`src/rtl/fetch_decode.sv`:
```
// Fetch/decode front end: program counter, instruction register, ALU flag
// registers and a combinational opcode/register-field decoder.
package k_and_s_pkg;
    typedef enum logic [3:0] {
        I_NOP, I_BRANCH, I_BZERO, I_BNEG, I_LOAD, I_STORE,
        I_MOVE, I_ADD, I_SUB, I_AND, I_OR, I_HALT
    } decoded_instruction_type;
endpackage

module fetch_decode
    import k_and_s_pkg::*;
(
    input  logic                    clk,
    input  logic                    rst_n,
    input  logic                    pc_enable,
    input  logic                    branch,
    input  logic                    ir_enable,
    input  logic                    addr_sel,
    input  logic                    flags_reg_enable,
    input  logic [15:0]             data_in,
    input  logic                    alu_zero,
    input  logic                    alu_neg,
    input  logic                    alu_uovf,
    input  logic                    alu_sovf,
    output logic [4:0]              ram_addr,
    output decoded_instruction_type decoded_instruction,
    output logic [1:0]              a_addr,
    output logic [1:0]              b_addr,
    output logic [1:0]              c_addr,
    output logic [4:0]              mem_addr,
    output logic                    zero_op,
    output logic                    neg_op,
    output logic                    unsigned_overflow,
    output logic                    signed_overflow
);

    logic [4:0]  r_pc;
    logic [15:0] r_ir;
    logic        r_zero;
    logic        r_neg;
    logic        r_uovf;
    logic        r_sovf;
    logic [4:0]  w_mem_addr;

    assign w_mem_addr = r_ir[4:0];

    // Branch target comes from the IR contents before this edge, so a
    // simultaneous IR load never redirects the same-cycle branch.
    always_ff @(posedge clk) begin
        if (!rst_n) begin
            r_pc <= '0;
            r_ir <= '0;
        end else begin
            if (pc_enable) begin
                if (branch)
                    r_pc <= w_mem_addr;
                else
                    r_pc <= r_pc + 5'd1;
            end
            if (ir_enable)
                r_ir <= data_in;
        end
    end

    always_ff @(posedge clk) begin
        if (!rst_n) begin
            r_zero <= 1'b0;
            r_neg  <= 1'b0;
            r_uovf <= 1'b0;
            r_sovf <= 1'b0;
        end else if (flags_reg_enable) begin
            r_zero <= alu_zero;
            r_neg  <= alu_neg;
            r_uovf <= alu_uovf;
            r_sovf <= alu_sovf;
        end
    end

    always_comb begin
        decoded_instruction = I_NOP;
        a_addr = '0;
        b_addr = '0;
        c_addr = '0;
        case (r_ir[15:8])
            8'h01: decoded_instruction = I_BRANCH;
            8'h02: decoded_instruction = I_BZERO;
            8'h03: decoded_instruction = I_BNEG;
            8'h81: begin
                decoded_instruction = I_LOAD;
                c_addr = r_ir[6:5];
            end
            8'h82: begin
                decoded_instruction = I_STORE;
                a_addr = r_ir[6:5];
            end
            8'h91: begin
                decoded_instruction = I_MOVE;
                c_addr = r_ir[3:2];
                a_addr = r_ir[1:0];
                b_addr = r_ir[1:0];
            end
            8'hA1, 8'hA2, 8'hA3, 8'hA4: begin
                case (r_ir[9:8])
                    2'b01:   decoded_instruction = I_ADD;
                    2'b10:   decoded_instruction = I_SUB;
                    2'b11:   decoded_instruction = I_AND;
                    default: decoded_instruction = I_OR;
                endcase
                c_addr = r_ir[5:4];
                a_addr = r_ir[3:2];
                b_addr = r_ir[1:0];
            end
            8'hFF: decoded_instruction = I_HALT;
            default: decoded_instruction = I_NOP;
        endcase
    end

    assign ram_addr          = addr_sel ? w_mem_addr : r_pc;
    assign mem_addr          = w_mem_addr;
    assign zero_op           = r_zero;
    assign neg_op            = r_neg;
    assign unsigned_overflow = r_uovf;
    assign signed_overflow   = r_sovf;

endmodule

```
`config.mk`:
```
export PLATFORM = sky130hd
export DESIGN_NAME = fetch_decode
export DESIGN_NICKNAME = d
export VERILOG_FILES = /design/src/rtl/fetch_decode.sv
export SDC_FILE = /design/constraint.sdc
export NUM_CORES = 1
export LEC_CHECK = 0
export ABC_AREA = 1
export ABC_CLOCK_PERIOD_IN_PS = 2000
export CAP_MARGIN = 10
export CORE_UTILIZATION = 25
export DETAILED_ROUTE_END_ITERATION = 7
export GPL_TIMING_DRIVEN = 0
export HOLD_SLACK_MARGIN = 0.05
export SLEW_MARGIN = 0
export SYNTH_ARGS = -nofsm -noshare
export SYNTH_HDL_FRONTEND = slang
export SYNTH_SLANG_ARGS = --single-unit
```
`constraint.sdc`:
```
create_clock -name clk -period 2 [get_ports clk]
set_input_delay 0.6 -clock clk [delete_from_list [all_inputs] [get_ports clk]]
set_output_delay 0.6 -clock clk [all_outputs]
set_load 0.02 [all_outputs]
```
Yosys cells after proc, flatten, opt, wreduce, memory -nomap -nowiden. Index checks and enable logic that the tools add are counted.

$add $sub $neg: 1. Eq/ne operators: 14. Mux-type cells: 7. Reduce and logical (&&, ||, !) cells: 2.

Operator list (number): $eq A8 B8 Y1 const B (8); $pmux W4 S8 (1); $eq A8 B2 Y1 const B (2); $pmux W2 S3 (2); $pmux W4 S3 (1); $mux W5 (2); $eq A8 B1 Y1 const B (1); $add A5 B1 Y5 const B (1); $reduce_or A5 Y1 (1); $eq A2 B2 Y1 const B (2); $reduce_or A4 Y1 (1); $eq A2 B1 Y1 const B (1); $mux W2 (1).

Register bits: 25. Output and inout port bits: 24.

Logic depth before layout (Yosys ltp). Gate-level depths: netlist (run 1).

Word-level depth: 3. Depth in mapped cells: 7. Gate-level depth less buffers: 7.

Worst setup path before layout (run 1). No wires, ideal clock.

Path kind: input -> output. Start: in addr_sel. End: out ram_addr[0]. Arrival: 1.284 ns. Required time: 1.400 ns. Path slack: 0.116 ns. Stages: 2. Buffers on the path: 1. Path through: clkbuf_1 o21ai_0.

Cells in the longest elaborated chain, start to end: 1.

Ends and longest elaborated chain: start: declaration (RTL line 18) `input logic addr_sel,`; $mux W5 (RTL line 118) `assign ram_addr = addr_sel ? w_mem_addr : r_pc;`; end: declaration (RTL line 25) `output logic [4:0] ram_addr,`.

Every way passes these cells.

Worst setup path after layout (run 1).
Start: reg r_ir[8]. End: out a_addr[0].

Cells in the longest elaborated chain, start to end: 3.

Ends and longest elaborated chain: start: declaration (RTL line 38) `logic [15:0] r_ir;`; start signal: assignment (RTL line 61) `r_ir <= data_in;`; $eq A8 B8 Y1 (RTL line 84) `case (r_ir[15:8])`; $reduce_or A4 Y1 (RTL line 84); $pmux W2 S3 * (RTL line 84); end: declaration (RTL line 27) `output logic [1:0] a_addr,`.

Mark *: on every way between the ends. The rest lies on a longest branch, timed or not.

==> results of run 1 <==
## state kept, by name, indices dropped and copies added (netlist names)
signal             flops
r_ir                  15
r_pc                   5
neg_op                 1
signed_overflow        1
unsigned_overflow      1
zero_op                1
## cell usage after synthesis
cell type,n
a21boi_1,1
a21oi_1,20
buf_2,2
buf_4,5
clkbuf_1,3
clkinv_1,1
dfxtp_1,24
ha_1,1
inv_1,17
inv_2,4
nand2_1,29
nand2_2,3
nand3_1,21
nand4_1,4
nor2_1,39
nor2_2,1
nor2_4,1
nor3_4,1
o211ai_1,1
o21ai_0,28
## metrics by stage
step                      hold slack, ps  setup TNS [ps]  std cells
after CTS                          504.4          -64.42        333
after detailed placement           483.8           -4031        324
after floorplan                    472.4               0        206
final                              497.9          -5.037        336
after global routing               543.6          -631.1        336
after global placement             475.4           -4043        324
## area by class of cell
type | instances | share of cell area [%]
plain buffers | 10 | 2.834
clock buffers | 4 | 2.597
inverters | 22 | 4.014
multi-input cells | 150 | 37.43
flip-flops and latches | 24 | 23.61
well taps | 70 | 4.132
repair buffers | 56 | 25.38
## cell usage in the layout (no fill, tap or decap), types with 2 or more instances in the layout
cell type / instances
nor2_1: 36
clkdlybuf4s50_1: 29
o21ai_0: 27
nand2_1: 23
a21oi_1: 20
buf_4: 15
inv_1: 14
dfxtp_1: 14
nand3_1: 11
nand3_2: 10
nand2_2: 8
buf_6: 8
dfxtp_2: 7
inv_2: 6
dlygate4sd2_1: 6
nand4_1: 4
clkbuf_8: 4
nor2_4: 3
buf_2: 3
dfxtp_4: 3
nor2_2: 2
clkbuf_1: 2
dlymetal6s2s_1: 2
## worst register-to-register path: stages, from the launching register on
cell and delay (ps):
dfxtp_1 410, ha_1 250, nand3_1 100, a21oi_1 130, o21ai_0 80, nor2_1 110
## logic make-up after synthesis
kind of cell	share of synthesized area [%]
AND/OR/NAND/NOR	32.99
AO/OA/AOI/OAI	19.23
buffers and inverters	10.65
flip-flops	36.19
adder cells (fa/ha/maj)	0.9424
## metal layers
layer  global-route usage (%)  vias to the layer above
met5                        0                        -
met4                    4.822                        0
met3                    1.740                        4
met2                    25.93                       35
met1                    18.04                      676
li1                         -                      794
## worst paths after layout
| path | to | cells past startpoint |
|---|---|---|
| worst max-delay path | a_addr[0] | 7 |
| worst min-delay path | unsigned_overflow$_SDFFE_PN0P_ | 2 |
| worst max register to register | r_pc[4]$_SDFFE_PN0P_ | 5 |
| worst min register to register | unsigned_overflow$_SDFFE_PN0P_ | 2 |
## repair_timing
action,CTS,global route
setup buffers,5,3
hold buffers,0,0
pin swaps,9,12
resized for setup,81,26
setup endpoints to repair,17,12
## report_power, final
part	internal, mW	switching (mW)
clock network	0.175	0.150
registers	0.513	0.0410
logic	0.145	0.154
==> impl_results.md, run 1 <==
- CTS Root Cell: clkbuf_8
- Initial antenna violation count: 0
- Final Setup Violations: 2
- Gr usage total: 14.51%
- Setup WS pre-CTS: -321.9 ps
- Final WL: 3876 um
- CORE AREA: 0.005107 mm2
- Pwr Total: 1.178 mW
- Setup CP Type: flip-flop to primary output
- Routed vias: 1509
- Gpl congestion: 0.7999
- First-pass GRT wire length: 6320 um
- DR iter-0 viols: 53
- Hold_sp: unsigned_overflow$_SDFFE_PN0P_
- Worst-path maximum fanout: 7
- Status: finished with violations
- Fin util: 41.50%
- Largest net degree at the start of global routing: 14
- Met2 wire length: 1850 um
- M1 WL: 1777 um
- Cell area after layout: 0.002120 mm2
- Max-slew headroom: 73.58%
- Total gr overflow: 0
- Pre-antenna DRT Iters: 4
- Routed WL per cell: 11.54 um
- FILL cells: 582
- DPL Wire Length: 2808 um
- Die height: 74.87 um
- Chip Width: 74.87 um
- Critical-path cell list: nor2_1 -> nand3_1 -> nand2_2 -> buf_4 -> nand3_2 -> nand3_2 -> buf_6
- Storage cell area: 500.5 um2
- R2r setup slk: 860 ps
- Post-route DRC: 0
- Die ar.: 0.005606 mm2
- Synth Cell Area: 0.001328 mm2
- Share of cells above drive strength 1: 27.44%
- Metal3 WL: 187 um
- H-tree depth: 1
- Maximum root-to-sink buffer count: 2
- # rows: 26
- Max VDD drop: 253.4 uV
- Fmax achieved: 0.4993 GHz
- Final period utilization: 100.1%
- RSZ-0062 raised after global routing: true
- Endpoints failing hold: 0
- Initial Util: 25.99%
- Vias in the first global route: 1383
- PwrDens: 555.9 mW/mm2
- Area Overhead vs Synth: 59.66%
- Leak Pwr: 0.9749 nW
- Crit path arrival time: 1400 ps
- Post-synth net total: 234
- Top Ports: 51
- HP Class: flip-flop to flip-flop
- Critical path startpoint category: flip-flop
- Most Frequent Cell on Critical Path: nand3_2
- Crit Reg-Reg Startpoint: r_pc[1]$_SDFFE_PN0P_
- Post-DRT Antenna Nets: 0
- CTS tree: done
- Unique masters post-synth: 20
- Drt via density: 4.491
- Synth Instances: 206
- Synth top area share: 36.19%
- Type of destination of the critical path: primary output
- CTS Buf Count: 3
- Ranking of synthesized cells by area: dfxtp_1 (36%), nor2_1 (11%), o21ai_0 (11%)
- Synth warn: 0
- Crit path launch: r_ir[8]$_SDFFE_PN0P_
- Clock Sinks: 24
- Area of the multi-input gates: 793.3 um2
- I/O Buffers: 48
- Placed Instance Area: 0.001896 mm2
- N_diodes: 0
- Nets: 295
- Worst-path clk slew: 80 ps
- Worst Max-Slew Pin Slew: 396.3 ps
- Slowest CP cell: dfxtp_4
- Highest Signal Layer: met4
- Area leader, netlist: dfxtp_1
- Mean post-synth cell area: 6.444 um2
- Crit path max-delay family: simple AND/OR/NAND/NOR gates
- Max-slew violation count: 0
- Failing checks: setup timing
- Fin Clk Skew: 0.8792 ps
- Synth Register Bits: 24
- Post-layout min period: 2003 ps
- Clk_lat worst skew: 260 ps
- Crit-path max cell delay: 380 ps
- Max-cap violations: 0
- Setup WS post-layout: -2.766 ps
- Sequential share of the synthesized area: 36.19%
- Worst path bufs/invs: 2
- Worst Path Required: 1400 ps
Power figures use the tool's default switching activity.
==> run 2: changes to the inputs <==
ABC_CLOCK_PERIOD_IN_PS = 1800   (was 2000)
clock period = 1.8 ns   (was 2 ns; I/O delays follow)
==> run 2 against run 1 <==
- the flow still finishes with violations (setup timing)
- clock power grew 10%
- total power increased by 13%
- register-to-register slack lost 190 ps
- critical path depth up 1
- routed wire length up 6.1%
- die area stayed put
- sequential power increased by 11%
- design area up 3.7%
- final cell count grew 2.1%
- core utilization increased by 1.5 points
==> impl_results.md, run 2 (synthesized netlist as in run 1, its figures left out) <==
- Area of the multi-input gates: 814.5 um2 (was 793.3 um2)
- Nets: 302 (was 295)
- I/O Buffers: 48 (unchanged)
- Most frequent cells in the layout: nor2_1 (35), clkdlybuf4s50_1 (28), o21ai_0 (26) (was nor2_1 (36), clkdlybuf4s50_1 (29), o21ai_0 (27))
- Routed WL per cell: 11.99 um (was 11.54 um)
- Final period utilization: 110.5%
- Initial Util: 25.99% (unchanged)
- Routed vias: 1582 (was 1509)
- N_diodes: 0 (unchanged)
- Final Setup Violations: 10 (was 2)
- HP Class: flip-flop to flip-flop (unchanged)
- Setup CP Type: flip-flop to primary output (unchanged)
- Sum of negative setup slack: -1399 ps (was -5.037 ps)
- Largest net degree at the start of global routing: 14 (unchanged)
- Gr usage total: 15.19% (was 14.51%)
- Post-DRT Antenna Nets: 0 (unchanged)
- Crit path arrival time: 1450 ps (was 1400 ps)
- Initial antenna violation count: 0 (unchanged)
- Die ar.: 0.005606 mm2 (unchanged)
- First-pass GRT wire length: 6603 um (was 6320 um)
- Chip Width: 74.87 um (unchanged)
- Area Overhead vs Synth: 65.50% (was 59.66%)
- CTS tree: done (unchanged)
- DPL Wire Length: 2808 um (unchanged)
- Share of cells above drive strength 1: 32.60% (was 27.44%)
- CTS Root Cell: clkbuf_8 (unchanged)
- Clk_lat worst skew: 260 ps (about the same)
- Setup WS pre-CTS: -422.5 ps (was -321.9 ps)
- Failing checks: setup timing (unchanged)
- Fin util: 43.02% (was 41.50%)
- H-tree depth: 1 (unchanged)
- Pre-antenna DRT Iters: 4 (unchanged)
- Maximum root-to-sink buffer count: 2 (unchanged)
- Largest register FFs: 15 (unchanged)
- Die height: 74.87 um (unchanged)
- CTS Buf Count: 3 (unchanged)
- Max-cap violations: 0 (unchanged)
- Setup WS post-layout: -188.3 ps (was -2.766 ps)
- Worst-path clk slew: 80 ps (about the same)
- Layout Cells excl Fill: 343 (was 336)
- Status: finished with violations (unchanged)
- Max VDD drop: 280.8 uV (was 253.4 uV)
- Type of destination of the critical path: primary output (unchanged)
- Final WL: 4111 um (was 3876 um)
- Fmax achieved: 0.5029 GHz
- Critical path startpoint category: flip-flop (unchanged)
- Post-layout min period: 1988 ps
- PwrDens: 604.4 mW/mm2 (was 555.9 mW/mm2)
- # placed instances: 324 (unchanged)
- CORE AREA: 0.005107 mm2 (unchanged)
- Post-route DRC: 0 (unchanged)
- Regs by FF count: r_ir (15), r_pc (5) (unchanged)
- DR iter-0 viols: 49 (was 53)
- Clock Sinks: 24 (unchanged)
- Gpl congestion: 0.7999 (unchanged)
- Cell area after layout: 0.002197 mm2 (was 0.002120 mm2)
- Fin Clk Skew: 0.8074 ps (was 0.8792 ps)
- Worst Path Required: 1260 ps (was 1400 ps)
- Hold Path Stages: 2 (unchanged)
- FILL cells: 568 (was 582)
- Register-to-Register Path Depth: 5 (unchanged)
- Max-slew headroom: 74.17% (was 73.58%)
- Top Ports: 51 (unchanged)
- Storage cell area: 506.7 um2 (was 500.5 um2)
- # rows: 26 (unchanged)
- Total gr overflow: 0 (unchanged)
- Most common cell after layout, fill and taps aside: nor2_1 (unchanged)
- Vias in the first global route: 1455 (was 1383)
- Drt via density: 4.612 (was 4.491)
- RSZ-0062 raised after global routing: true (unchanged)
- Leak Pwr: 1.003 nW (was 0.9749 nW)
- Worst-path maximum fanout: 7 (unchanged)
- Endpoints failing hold: 0 (unchanged)
- Placed Instance Area: 0.001896 mm2 (unchanged)
- Worst Max-Slew Pin Slew: 387.5 ps (was 396.3 ps)
- Pwr Total: 1.328 mW (was 1.178 mW)
- Max-slew violation count: 0 (unchanged)
- Worst hold margin: 498.2 ps (was 497.9 ps)
- Biggest register: r_ir (unchanged)
run 2: cell types whose count changed in the layout (fill, tap and decap cells not counted), sizes merged:
cell	delta
buf	+6
clkbuf	+5
clkdlybuf4s50	-1
dlygate4sd2	-1
dlymetal6s2s	-2
run 2: critical path: stages (launching register included):
cell,delay (ps)
dfxtp_4,390
nor2_2,110
nand3_1,100
nand2_2,120
buf_4,120
buf_4,100
nand3_2,80
nand3_2,70
buf_6,110
run 2: repair_timing:
item,in CTS,in global routing
hold buffers,0,0
buffers inserted,9,6
gates resized for setup,105,32
setup endpoints to repair,20,15
endpoints found under the hold margin,0,0
pin swaps,16,12
run 2: area by class of cell:
| type | count | area share [%] |
|---|---|---|
| Tap cell | 70 | 3.986 |
| Sequential cell | 24 | 23.06 |
| Timing Repair Buffer | 63 | 26.65 |
| Multi-Input combinational cell | 150 | 37.07 |
| Buffer | 10 | 2.733 |
| Inverter | 22 | 3.986 |
| Clock buffer | 4 | 2.506 |
run 2: power by group:
| group | total, mW | switching [mW] | leakage [nW] | internal [mW] |
|---|---|---|---|---|
| registers | 0.617 | 0.0485 | 0.204 | 0.569 |
| clock network | 0.359 | 0.164 | 0.0288 | 0.195 |
| logic | 0.352 | 0.178 | 0.770 | 0.173 |
run 2: worst paths after layout:
kind | start | endpoint | slack (ps)
worst max register to register | r_pc[1]$_SDFFE_PN0P_ | r_pc[4]$_SDFFE_PN0P_ | 670
worst max-delay path | r_ir[8]$_SDFFE_PN0P_ | c_addr[1] | -190
worst min register to register | unsigned_overflow$_SDFFE_PN0P_ | unsigned_overflow$_SDFFE_PN0P_ | 500
worst min-delay path | unsigned_overflow$_SDFFE_PN0P_ | unsigned_overflow$_SDFFE_PN0P_ | 500
run 2: metal layers:
layer	share of wire (%)	global-route usage, %	vias up
met4	1.8	5.451	0
met1	43	18.29	720
met2	50	27.63	43
li1	-	-	812
met5	0	0	-
met3	5.3	1.874	7
